**config.mk**
```make
export PLATFORM = sky130hd
export DESIGN_NAME = pwm_multi
export DESIGN_NICKNAME = d
export VERILOG_FILES = /design/src/rtl/pwm_multi_pkg.sv /design/src/rtl/pwm_multi_channel.sv /design/src/rtl/pwm_multi.sv
export SDC_FILE = /design/constraint.sdc
export NUM_CORES = 1
export LEC_CHECK = 0
export BUFFER_PORTS_ARGS = -buffer_cell sky130_fd_sc_hd__buf_2
export CAP_MARGIN = 10
export CORE_UTILIZATION = 45
export DETAILED_ROUTE_END_ITERATION = 7
export SLEW_MARGIN = 20
export SYNTH_ARGS = -nofsm -noshare
export SYNTH_HDL_FRONTEND = slang
export SYNTH_SLANG_ARGS = --single-unit
```
**constraint.sdc**
```tcl
create_clock -name clk -period 3.92 [get_ports clk]
set_input_delay 0.196 -clock clk [delete_from_list [all_inputs] [get_ports clk]]
set_output_delay 0.196 -clock clk [all_outputs]
set_load 0.005 [all_outputs]
```
**src/rtl/pwm_multi_pkg.sv**
```systemverilog
// rtl/pwm_multi_pkg.sv - register map, CTRL bit positions and parameter range checks for pwm_multi
package pwm_multi_pkg;

    localparam int ADR_CTRL   = 0;
    localparam int ADR_PERIOD = 1;
    localparam int ADR_CH_EN  = 2;
    localparam int ADR_POL    = 3;
    localparam int ADR_DUTY0  = 4;

    localparam int CTRL_GEN = 0;
    localparam int CTRL_UPD = 1;

    localparam int NUM_CH_MIN = 1;
    localparam int NUM_CH_MAX = 16;
    localparam int CNT_W_MIN  = 2;
    localparam int CNT_W_MAX  = 32;

    function automatic bit params_ok(int num_ch, int cnt_w, int addr_w);
        return (num_ch >= NUM_CH_MIN) && (num_ch <= NUM_CH_MAX) &&
               (cnt_w >= CNT_W_MIN) && (cnt_w <= CNT_W_MAX) &&
               ((2 ** addr_w) >= (ADR_DUTY0 + num_ch));
    endfunction

endpackage

```
**src/rtl/pwm_multi_channel.sv**
```systemverilog
// rtl/pwm_multi_channel.sv - one PWM channel: shadow/active duty pair, compare and output register
module pwm_channel
    import pwm_multi_pkg::*;
#(
    parameter int CNT_W = 20
) (
    input  logic             clk,
    input  logic             reset_n,
    input  logic             wr,
    input  logic [CNT_W-1:0] wdata,
    input  logic             load,
    input  logic [CNT_W-1:0] cnt,
    input  logic [CNT_W-1:0] period_act,
    input  logic             enable,
    input  logic             polarity,
    output logic [CNT_W-1:0] duty_sh,
    output logic             pwm
);

    logic [CNT_W-1:0] duty_act;
    logic             raw;

    // Duty >= period never satisfies the compare's false side, giving a full-high period.
    assign raw = enable && (period_act != '0) && (cnt < duty_act);

    always_ff @(posedge clk) begin
        if (!reset_n) begin
            duty_sh  <= '0;
            duty_act <= '0;
            pwm      <= 1'b0;
        end else begin
            if (wr) begin
                duty_sh <= wdata;
            end
            if (load) begin
                duty_act <= duty_sh;
            end
            pwm <= raw ^ polarity;
        end
    end

endmodule

```
**src/rtl/pwm_multi.sv**
```systemverilog
// rtl/pwm_multi.sv - multi-channel PWM generator with shared counter and boundary-synchronised updates
module pwm_multi
    import pwm_multi_pkg::*;
#(
    parameter int NUM_CH = 4,
    parameter int CNT_W  = 20,
    parameter int ADDR_W = 5
) (
    input  logic              clk,
    input  logic              reset_n,
    input  logic [ADDR_W-1:0] addr,
    input  logic              wr_n,
    input  logic              rd_n,
    input  logic [31:0]       i_data,
    output logic [31:0]       o_data,
    output logic [NUM_CH-1:0] o_pwm,
    output logic              o_wrap
);

    if (!params_ok(NUM_CH, CNT_W, ADDR_W)) begin : g_bad_params
        $error("pwm_multi: NUM_CH, CNT_W or ADDR_W out of range");
    end

    logic              gen;
    logic              upd_pend;
    logic [NUM_CH-1:0] ch_en;
    logic [NUM_CH-1:0] pol;
    logic [CNT_W-1:0]  period_sh;
    logic [CNT_W-1:0]  period_act;
    logic [CNT_W-1:0]  cnt;
    logic [CNT_W-1:0]  duty_sh [NUM_CH];
    logic [NUM_CH-1:0] duty_wr;
    logic              wr_ctrl, wr_period, wr_ch_en, wr_pol;
    logic              running, at_end, load;
    logic [31:0]       rd_mux;
    logic              unused_data;

    assign unused_data = ^i_data;

    assign wr_ctrl   = !wr_n && (addr == ADDR_W'(ADR_CTRL));
    assign wr_period = !wr_n && (addr == ADDR_W'(ADR_PERIOD));
    assign wr_ch_en  = !wr_n && (addr == ADDR_W'(ADR_CH_EN));
    assign wr_pol    = !wr_n && (addr == ADDR_W'(ADR_POL));

    // Idle or zero-period states transfer every cycle so a stuck P=0 can be escaped.
    assign running = gen && (period_act != '0);
    assign at_end  = running && (cnt == period_act - 1'b1);
    assign load    = !running || at_end;

    always_comb begin
        rd_mux = '0;
        case (addr)
            ADDR_W'(ADR_CTRL): begin
                rd_mux[CTRL_GEN] = gen;
                rd_mux[CTRL_UPD] = upd_pend;
            end
            ADDR_W'(ADR_PERIOD): rd_mux[CNT_W-1:0]  = period_sh;
            ADDR_W'(ADR_CH_EN):  rd_mux[NUM_CH-1:0] = ch_en;
            ADDR_W'(ADR_POL):    rd_mux[NUM_CH-1:0] = pol;
            default: ;
        endcase
        for (int i = 0; i < NUM_CH; i++) begin
            if (addr == ADDR_W'(ADR_DUTY0 + i)) begin
                rd_mux[CNT_W-1:0] = duty_sh[i];
            end
        end
    end

    always_ff @(posedge clk) begin
        if (!reset_n) begin
            gen        <= 1'b0;
            upd_pend   <= 1'b0;
            ch_en      <= '0;
            pol        <= '0;
            period_sh  <= '0;
            period_act <= '0;
            cnt        <= '0;
            o_wrap     <= 1'b0;
            o_data     <= '0;
        end else begin
            if (wr_ctrl) begin
                gen <= i_data[CTRL_GEN];
            end
            if (wr_period) begin
                period_sh <= i_data[CNT_W-1:0];
            end
            if (wr_ch_en) begin
                ch_en <= i_data[NUM_CH-1:0];
            end
            if (wr_pol) begin
                pol <= i_data[NUM_CH-1:0];
            end
            if (load) begin
                period_act <= period_sh;
            end
            // A write coinciding with a transfer keeps the flag set for the next boundary.
            if (wr_period || (|duty_wr)) begin
                upd_pend <= 1'b1;
            end else if (load) begin
                upd_pend <= 1'b0;
            end
            cnt    <= (running && !at_end) ? cnt + 1'b1 : '0;
            o_wrap <= at_end;
            if (!rd_n) begin
                o_data <= rd_mux;
            end
        end
    end

    for (genvar i = 0; i < NUM_CH; i++) begin : g_ch
        assign duty_wr[i] = !wr_n && (addr == ADDR_W'(ADR_DUTY0 + i));

        pwm_channel #(
            .CNT_W(CNT_W)
        ) u_ch (
            .clk       (clk),
            .reset_n   (reset_n),
            .wr        (duty_wr[i]),
            .wdata     (i_data[CNT_W-1:0]),
            .load      (load),
            .cnt       (cnt),
            .period_act(period_act),
            .enable    (gen & ch_en[i]),
            .polarity  (pol[i]),
            .duty_sh   (duty_sh[i]),
            .pwm       (o_pwm[i])
        );
    end

endmodule

```
Word-level counts from Yosys, hierarchy flattened
Cells that the tools add are included.

word-level totals
  word-level logic and storage cells = 81
  bits in registers = 255

cells by class
  bitwise operators = 8
  mux-type cells = 9
  $add $sub $neg = 2
  $lt $le $gt $ge = 4
  equal/unequal tests = 8
  reductions and logical operators = 29

operators with widths
  cell                     count
  $lt A20 B20 Y1           4
  $mux W20                 4
  $add A20 B1 Y20 const B  1
  $eq A20 B20 Y1           1
  $eq A5 B3 Y1 const B     4
  $reduce_bool A20 Y1      1
  $sub A20 B1 Y20 const B  1
  $logic_and A1 B1 Y1      19
  $mux W16                 1
  $eq A5 B2 Y1 const B     2
  $pmux W2 S4              1
  $pmux W2 S3              1
  $eq A5 B1 Y1 const B     1
  $logic_not A5 Y1         1
  $and A1 B1 Y1            4
  $reduce_or A4 Y1         1
  $xor A1 B1 Y1            4
  $logic_not A1 Y1         3
  $logic_or A1 B1 Y1       2
  $mux W1                  2
  $reduce_and A2 Y1        1
  $reduce_bool A2 Y1       1

Longest topological paths before layout
Gate-level depths: netlist of run 1.

  word-level depth = 6
  mapped depth = 13
  depth with buffers taken out = 10

Modules after synthesis
From an unflattened synthesis of run 1, not the netlist that was laid out.

unflattened totals
  cells, all modules = 1474
  area total of the unflattened synthesis = 13636.8 um2

by module, submodules not included
  module       area each (um2)  seq. area each (um2)  cells an instance  times used
  pwm_channel  2063.2           820.8                 208                4
  pwm_multi    5383.9           1821.7                642                1

Worst setup path before layout of run 1
OpenSTA, ideal clock, no wires.

  path kind = register -> register
  start point = register period_act[0]
  end point = register g_ch[0].u_ch.duty_act[0]
  required time = 3.800 ns
  library setup time = 0.120 ns
  arrival = 2.637 ns
  setup slack = 1.163 ns
  period minus slack after synthesis = 2.757 ns
  cell stages (with the launch flop) = 13
  path buffers = 2
  path through = dfxtp_1 inv_1 ha_1 or3b_1 or4_1 a21oi_1 o221ai_1 nor4_2 nand4_2 and2_1 buf_6 buf_6 mux2i_1

on the way
  cells in the longest elaborated chain, start to end = 4
  elaborated cells on any way between the ends = 7

RTL lines
  element                                                         line                              RTL
  start, declared                                                 pwm_multi.sv:29                   logic [CNT_W-1:0] period_act;
  start signal, assigned                                          pwm_multi.sv:94                   period_act <= period_sh;
  $sub A20 B1 Y20 / $reduce_bool A20 Y1 (equally long branches)   pwm_multi.sv:47, pwm_multi.sv:46
  $eq A20 B20 Y1 / $logic_and A1 B1 Y1 (equally long branches)    pwm_multi.sv:47, pwm_multi.sv:46
  $logic_and A1 B1 Y1 / $logic_not A1 Y1 (equally long branches)  pwm_multi.sv:47, pwm_multi.sv:48
  $logic_or A1 B1 Y1 *                                            pwm_multi.sv:48                   assign load = !running || at_end;
  end signal, assigned                                            pwm_multi_channel.sv:36           duty_act <= duty_sh;
  end, declared                                                   pwm_multi_channel.sv:20           logic [CNT_W-1:0] duty_act;

Every way passes the cells marked *; elsewhere a longest branch is shown, timed or not.
A chain may end at the register's enable or synchronous reset.

Worst setup path in the final report of run 1
  start point = register period_act[0]
  end point = register period_act[5]

on the way
  cells in the longest elaborated chain, start to end = 4
  elaborated cells on any way between the ends = 7

RTL lines
  element                                                         line
  $sub A20 B1 Y20 / $reduce_bool A20 Y1 (equally long branches)   pwm_multi.sv:47, pwm_multi.sv:46
  $eq A20 B20 Y1 / $logic_and A1 B1 Y1 (equally long branches)    pwm_multi.sv:47, pwm_multi.sv:46
  $logic_and A1 B1 Y1 / $logic_not A1 Y1 (equally long branches)  pwm_multi.sv:47, pwm_multi.sv:48
  $logic_or A1 B1 Y1 *                                            pwm_multi.sv:48

Marks and branches as above.

==> results of run 1 <==
-- cells by family after synthesis --
group / after synthesis / synth area share
AOI/OAI and AO/OA: 284 / 0.1513
xor gates and xnor gates: 45 / 0.02971
adders and majority gates: 79 / 0.07452
buffers and inverters: 204 / 0.06877
DFF: 255 / 0.3849
muxes: 122 / 0.09216
other: 1 / 0.0002827
and+or+nand+nor: 609 / 0.1984
-- registers in the layout (all words and copies together) (netlist names) --
name,flops
o_data,20
ch_en,4
g_ch.u_ch.duty_sh,80
gen,1
g_ch.u_ch.pwm,4
cnt,20
period_act,20
o_wrap,1
g_ch.u_ch.duty_act,80
pol,4
period_sh,20
upd_pend,1
-- what timing repair did --
item                      4_1_cts  5_1_grt
gates resized for setup         0        0
hold endpoints to repair       92        0
setup buffers                   0        0
hold buffers                   20        0
-- cell type report --
cell class	instances	area (µm²)
clock buffers	42	834.6
diodes	1	2.502
fillers	2858	13870
multi-input cells	1151	7311
flip-flops and latches	255	5105
well taps	384	480.5
clock inverters	11	163.9
inverters	90	337.8
repair buffers	103	749.5
-- report_power, final --
group	total, mW	leakage [nW]	switching [mW]	internal [mW]
Clock	2.84	0.486	1.10	1.73
Combinational	0.249	2.78	0.161	0.0888
Sequential	2.63	2.06	0.0143	2.61
Total	5.71	5.32	1.28	4.43
-- path summary, 6_finish.rpt --
kind,start,to,slack [ns],cells after the start
worst max register to register,period_act[0],period_act[5],0.68,11
worst min-delay path,rd_n,o_data[8],0.16,3
worst max-delay path,period_act[0],period_act[5],0.68,11
worst min register to register,g_ch[0].u_ch.duty_act[2],g_ch[0].u_ch.duty_act[2],0.46,2
-- worst reg2reg max path, stage by stage, from the launching register on --
cell	delay [ns]
dfxtp_1	0.36
inv_1	0.10
ha_1	0.19
or3b_1	0.37
or4_1	0.40
a21oi_1	0.16
o221ai_1	0.18
nor4_2	0.31
nand4_2	0.22
and2_4	0.39
buf_12	0.26
mux2i_1	0.18
-- per-stage QoR --
stage | utilization | area [µm²] | power [mW]
2_1_floorplan | - | 13310 | 2.825
3_3_place_gp | 0.4775 | 13780 | 2.912
3_5_place_dp | 0.4775 | 13780 | 2.914
4_1_cts | 0.5191 | 14980 | 5.750
5_1_grt | 0.5192 | 14980 | 5.886
6_report | 0.5193 | 14980 | 5.713
-- metal layers --
| metal | track usage | vias up | part of all wire |
|---|---|---|---|
| li1 | - | 5450 | - |
| met1 | 0.3646 | 5209 | 0.48 |
| met2 | 0.3988 | 304 | 0.44 |
| met3 | 0.02873 | 71 | 0.054 |
| met4 | 0.07529 | 0 | 0.027 |
| met5 | 0 | - | 0 |
-- synth_stat cells (all sizes together) (7+ instances only) --
cell / n / area, µm²
ha: 79 / 988.5
inv: 90 / 337.8
mux2i: 121 / 1211
a21o: 21 / 157.7
a31oi: 12 / 75.07
nor3: 19 / 100.1
o21ai: 25 / 125.1
a21oi: 40 / 200.2
xnor2: 33 / 289.0
o211a: 9 / 90.09
o211ai: 9 / 67.56
a22oi: 29 / 217.7
nand2b: 10 / 62.56
dfxtp: 255 / 5105
xor2: 12 / 105.1
nand4: 22 / 143.9
nor2b: 25 / 156.4
nand3: 21 / 105.1
nor4: 8 / 77.57
nor2: 58 / 217.7
nand2: 418 / 1569
buf: 33 / 270.3
and3: 7 / 43.79
clkbuf: 81 / 304.0
a21boi: 102 / 765.7
==> results by group, run 1 <==
Status
  • Status: finished, final reports clean

Finish
  • Fin cells: 2037
  • Final net count: 1750
  • Commonest non-fill, non-tap cell in the layout: nand2_1
  • Commonest cells after routing, fill and taps aside: nand2_1, dfxtp_1, mux2i_1
  • Area grow syn2layout: 12.97%
  • Fraction of layout instances using a drive strength above 1: 0.08535

Clocking
  • CTS tree: yes
  • CTS clk-pin slew, worst paths: 0.06 ns
  • CTS root buffer: clkbuf_16
  • Worst-Skew Late Latency: approximately 0.55 ns
  • Num CTS Buffers: 29
  • Clock net sink count: 255
  • H-Tree Depth: 1
  • Max clock buf depth: 3

Synth
  • Syn Area/Cell: 8.295 µm²
  • Post-synth ARST share: 0
  • Post-Synthesis Cells: 1599
  • Top_reg_cell synth: dfxtp_1
  • Post-synthesis cell type count: 59
  • Post-synth EDFFs: 0
  • Flops & latches, synth: 255
  • YS warnings: 0
  • Mapped cell area: 13260 µm²
  • Seq/Total Area, Yosys: 0.3849

Timing
  • Setup TNS: 0 ns
  • Max frequency: 0.3089 GHz
  • Worst Slack Setup Final: just under 0.7 ns
  • Max-slew headroom: 0.2771
  • Min cycle time layout: roughly 3.2 ns
  • Skew final: 0.01862 ns
  • Hold slack final: 0.1587 ns
  • Final Hold Viols: 0
  • Final Max Slew Viols: 0
  • Tcrit/Tclk final: 0.8257
  • Worst-Margin Slew: 1.081 ns
  • Finish-stage setup viols: 0
  • RSZ-0062 raised after global routing: false

Route
  • Residual DRC: 0
  • Routed vias: 11034
  • Routed WL: 38320 µm
  • Routed Antenna Nets: 0
  • Vias per Instance: 5.417
  • Drt first pass iters: 5
  • DR iter-0 viols: 796
  • WL per Instance: 18.81 µm

Global routing
  • Initial antenna violation count: 0
  • GRT Util Overall: 0.2538
  • Vias in the first global route: 10550
  • First-pass GRT wire length: 59850 µm
  • Largest net degree at the start of global routing: roughly 150
  • Total gr overflow: 0

Setup path
  • WP buf/inv: 2
  • Critical Path, Cell by Cell: inv_1 -> ha_1 -> or3b_1 -> or4_1 -> a21oi_1 -> o221ai_1 -> nor4_2 -> nand4_2 -> and2_4 -> buf_12 -> mux2i_1
  • Arrival time at the worst endpoint: 3.66 ns
  • Crit-path leading delay family: simple AND/OR/NAND/NOR gates
  • CP Capture Type: flip-flop
  • Critical path class: reg -> reg
  • CP max stage cell: or4_1
  • Crit path largest cell delay: 0.40 ns
  • Critical Path Source Type: flip-flop
  • Worst path required time: roughly 4.4 ns
  • CP max FO: 31

Run
  • Max-Cap Viols: 0

Placed design
  • Placer congestion estimate: 0.8874
  • I/O Buffers: 53
  • Setup WS pre-CTS: roughly 0.7 ns
  • DP HPWL: 27140 µm
  • Placed Instances: just under 2000

Die
  • Die Span X: 173.7 µm
  • Initial Util: 0.4596
  • Die ar.: 30170 µm²
  • Top-Level Pins: 78
  • Cell Rows: 62
  • Die height: 173.7 µm
  • Core area: 28860 µm²

Pwr
  • P_leak: 5.319 nW
  • Pwr dens: 381.3 nW/µm²
  • Worst vdd ir: 0.4007 mV

Worst hold path
  • HP Class: in -> reg
Note: power is estimated with default switching activity, not from simulation.
==> run 2, diff against run 1 <==
==> constraint.sdc (replaced) <==
create_clock -name clk -period 3.01 [get_ports clk]
set_input_delay 0.1505 -clock clk [delete_from_list [all_inputs] [get_ports clk]]
set_output_delay 0.1505 -clock clk [all_outputs]
set_load 0.005 [all_outputs]
==> run 2 against run 1 <==
Effect of this change: first-iteration DRC count grew 16%; total power is 29% higher; critical path depth increased by 1; non-clock buffer count rose by 23; utilization is 0.70 points higher; global-route usage increased by 0.14 points; via count rose by 0.78%; hold slack got worse by 0.042 ns; sequential share of layout area down 0.45 points; sequential cell count unchanged; clock skew decreased by 0.0043 ns; worst setup slack worse by 0.43 ns; highest routed layer unchanged.
==> results by group, run 2 (synthesis results as in run 1) <==
Status
  • Status: finished, final reports clean (unchanged)

Timing
  • Skew final: 0.01428 ns (was 0.01862 ns)
  • Final Max Slew Viols: 0 (unchanged)
  • Finish-stage setup viols: 0 (unchanged)
  • RSZ-0062 raised after global routing: false (unchanged)
  • Max-slew headroom: 0.3124 (was 0.2771)
  • Hold slack final: 0.1164 ns (was 0.1587 ns)
  • Setup TNS: 0 ns (unchanged)
  • Min cycle time layout: 2.759 ns (was 3.237 ns)
  • Worst-Margin Slew: 1.030 ns (was 1.081 ns)
  • Final Hold Viols: 0 (unchanged)
  • Tcrit/Tclk final: 0.9166 (was 0.8257)
  • Max frequency: 0.3625 GHz (was 0.3089 GHz)

Clocking
  • Worst-Skew Late Latency: 0.54 ns (was 0.55 ns)
  • Num CTS Buffers: 29 (unchanged)
  • CTS clk-pin slew, worst paths: 0.06 ns (about the same)
  • CTS root buffer: clkbuf_16 (unchanged)
  • CTS tree: yes (unchanged)
  • Clock net sink count: 255 (unchanged)
  • Max clock buf depth: 3 (unchanged)
  • H-Tree Depth: 1 (unchanged)

Pwr
  • Share of power burned in registers: 0.463 (was 0.459)
  • Share of power burned in combinational logic: 0.045 (was 0.044)
  • Clock network fraction of total power: 0.493 (was 0.497)
  • Worst vdd ir: 0.4460 mV (was 0.4007 mV)
  • P_sw: 1.677 mW (was 1.280 mW)
  • Pint: 5.713 mW (was 4.433 mW)
  • P_leak: 5.456 nW (was 5.319 nW)
  • Pwr dens: 486.6 nW/µm² (was 381.3 nW/µm²)
  • Sw Ratio: 0.2269 (was 0.2240)

Finish
  • Commonest cells after routing, fill and taps aside: nand2_1, dfxtp_1, mux2i_1 (unchanged)
  • Commonest non-fill, non-tap cell in the layout: nand2_1 (unchanged)
  • Top flop regs: g_ch.u_ch.duty_act (80), g_ch.u_ch.duty_sh (80) (unchanged)
  • Final net count: 1773 (was 1750)
  • Layout fillers: 2740 (was 2858)
  • Area grow syn2layout: 14.49% (was 12.97%)
  • Area of the multi-input gates: 7310 µm² (was 7311 µm²)
  • Fin cells: 2059 (was 2037)
  • N_diodes: 0 (was 1)
  • Fraction of layout instances using a drive strength above 1: 0.1003 (was 0.08535)
  • Reg area: 5105 µm² (unchanged)

Route
  • Drt first pass iters: 5 (unchanged)
  • Vias per Instance: 5.401 (was 5.417)
  • Routed vias: 11120 (was 11034)
  • Residual DRC: 0 (unchanged)
  • Routed Antenna Nets: 0 (unchanged)
  • WL per Instance: 18.90 µm (was 18.81 µm)
  • Routed WL: 38930 µm (was 38320 µm)
  • DR iter-0 viols: 923 (was 796)

Global routing
  • Vias in the first global route: 10277 (was 10550)
  • Initial antenna violation count: 0 (unchanged)
  • GRT met1 Usage: 0.3867 (was 0.3646)
  • Most Crowded Layer GR: met1 (was met2)
  • Largest net degree at the start of global routing: 112 (was 153)
  • Total gr overflow: 0 (unchanged)
  • Met3 usage: 0.03136 (was 0.02873)
  • First-pass GRT wire length: 60090 µm (was 59850 µm)
  • GR Util met2: 0.3792 (was 0.3988)
  • GRT Util Overall: 0.2552 (was 0.2538)

Setup path
  • Critical Path, Cell by Cell: inv_1 -> ha_1 -> or3b_1 -> buf_4 -> nor3_2 -> a221o_1 -> a22oi_1 -> nor4_2 -> nand4_2 -> and2_4 -> buf_12 -> mux2i_1 (was inv_1 -> ha_1 -> or3b_1 -> or4_1 -> a21oi_1 -> o221ai_1 -> nor4_2 -> nand4_2 -> and2_4 -> buf_12 -> mux2i_1)
  • CP max FO: 24 (was 31)
  • CP Capture Type: flip-flop (unchanged)
  • RR Endpoint: g_ch[1].u_ch.duty_act[3] (was period_act[5])
  • Reg2reg setup slack: 0.25 ns (was 0.68 ns)
  • Arrival time at the worst endpoint: 3.17 ns (was 3.66 ns)
  • Critical Path Source Type: flip-flop (unchanged)
  • Critical Path Start: period_act[1] (was period_act[0])
  • WP buf/inv: 3 (was 2)
  • Critical path class: reg -> reg (unchanged)
  • Crit path largest cell delay: 0.36 ns (was 0.40 ns)
  • Worst path required time: 3.42 ns (was 4.35 ns)
  • Crit-path leading delay family: simple AND/OR/NAND/NOR gates (unchanged)
  • Reg2reg path depth: 12 (was 11)
  • CP max stage cell: or3b_1 (was or4_1)
  • FF-to-FF Start: period_act[1] (was period_act[0])

Placed design
  • Placed Instances: 1984 (was 1963)
  • Placer congestion estimate: 0.9089 (was 0.8874)
  • DP HPWL: 28100 µm (was 27140 µm)
  • I/O Buffers: 53 (unchanged)

Die
  • Die ar.: 30170 µm² (unchanged)
  • Top-Level Pins: 78 (unchanged)
  • Die Span X: 173.7 µm (unchanged)
  • Die height: 173.7 µm (unchanged)
  • Core area: 28860 µm² (unchanged)
  • Initial Util: 0.4596 (unchanged)
  • Cell Rows: 62 (unchanged)

Worst hold path
  • HP Class: in -> reg (unchanged)
  • WHS Endpoint: o_data[16] (was o_data[8])
  • Hold wc startpoint: rd_n (unchanged)
  • Hold Path Depth: 3 (unchanged)

Run
  • Max-Cap Viols: 0 (unchanged)
==> run 2: cell types whose count changed in the layout (fill, tap and decap cells not counted), moves of 2 or more <==
| cell | delta |
|---|---|
| buf_4 | +19 |
| clkinv_2 | +5 |
| clkbuf_1 | -4 |
| buf_12 | +3 |
| clkinvlp_4 | -2 |
==> run 2: how the worst max path moves through the flow <==
stage	endpoint	slack [ns]	cells past startpoint
finish	g_ch[1].u_ch.duty_act[3]	0.25	12
global route	g_ch[2].u_ch.duty_act[4]	0.03	12
CTS	g_ch[1].u_ch.duty_act[3]	0.13	11
detailed placement	g_ch[3].u_ch.duty_act[3]	0.17	11
global placement	period_act[8]	0.16	9
floorplan	g_ch[0].u_ch.duty_act[0]	0.25	12
==> run 2: timing repair <==
item,CTS,global route
gates resized for setup,0,1
buffers inserted,0,2
endpoints found under the hold margin,100,0
endpoints found under the setup margin,0,118
hold buffers,20,0
==> run 2: routing by layer <==
metal / part of all wire / wire length [µm]
met1: 0.49 / 18990
met2: 0.43 / 16550
met3: 0.066 / 2564
met4: 0.021 / 823
met5: 0 / 0
==> run 2: layout make-up <==
type	count	share of cell area
multi-input combinational	1151	0.4813
sequential	255	0.3362
timing repair buffer	126	0.06369
clock buffer	39	0.05487
tap	384	0.03164
inverter	90	0.02225
clock inverter	14	0.01005
==> run 2: per-stage QoR <==
stage               setup slack, ns  utilization  power [mW]  area [µm²]
finish                       0.2511       0.5262       7.389       15190
global route                0.02926       0.5262       7.622       15190
CTS                          0.1345       0.5255       7.438       15160
detailed placement           0.1728       0.4843       3.797       13980
global placement             0.1612       0.4838       3.795       13960
floorplan                    0.2533            -       3.679       13310
==> run 2: power groups by stage <==
| stage | Clock, mW | Combinational, mW | Sequential, mW |
|---|---|---|---|
| global placement | 0 | 0.302 | 3.49 |
| global route | 3.85 | 0.353 | 3.42 |
| CTS | 3.70 | 0.324 | 3.42 |
| finish | 3.64 | 0.329 | 3.42 |
| floorplan | 0 | 0.191 | 3.49 |
| detailed placement | 0 | 0.303 | 3.49 |
==> run 2: worst min-delay path: stages <==
cell	delay (ns)
buf_2	0.23
a21oi_1	0.17
nor2b_1	0.05
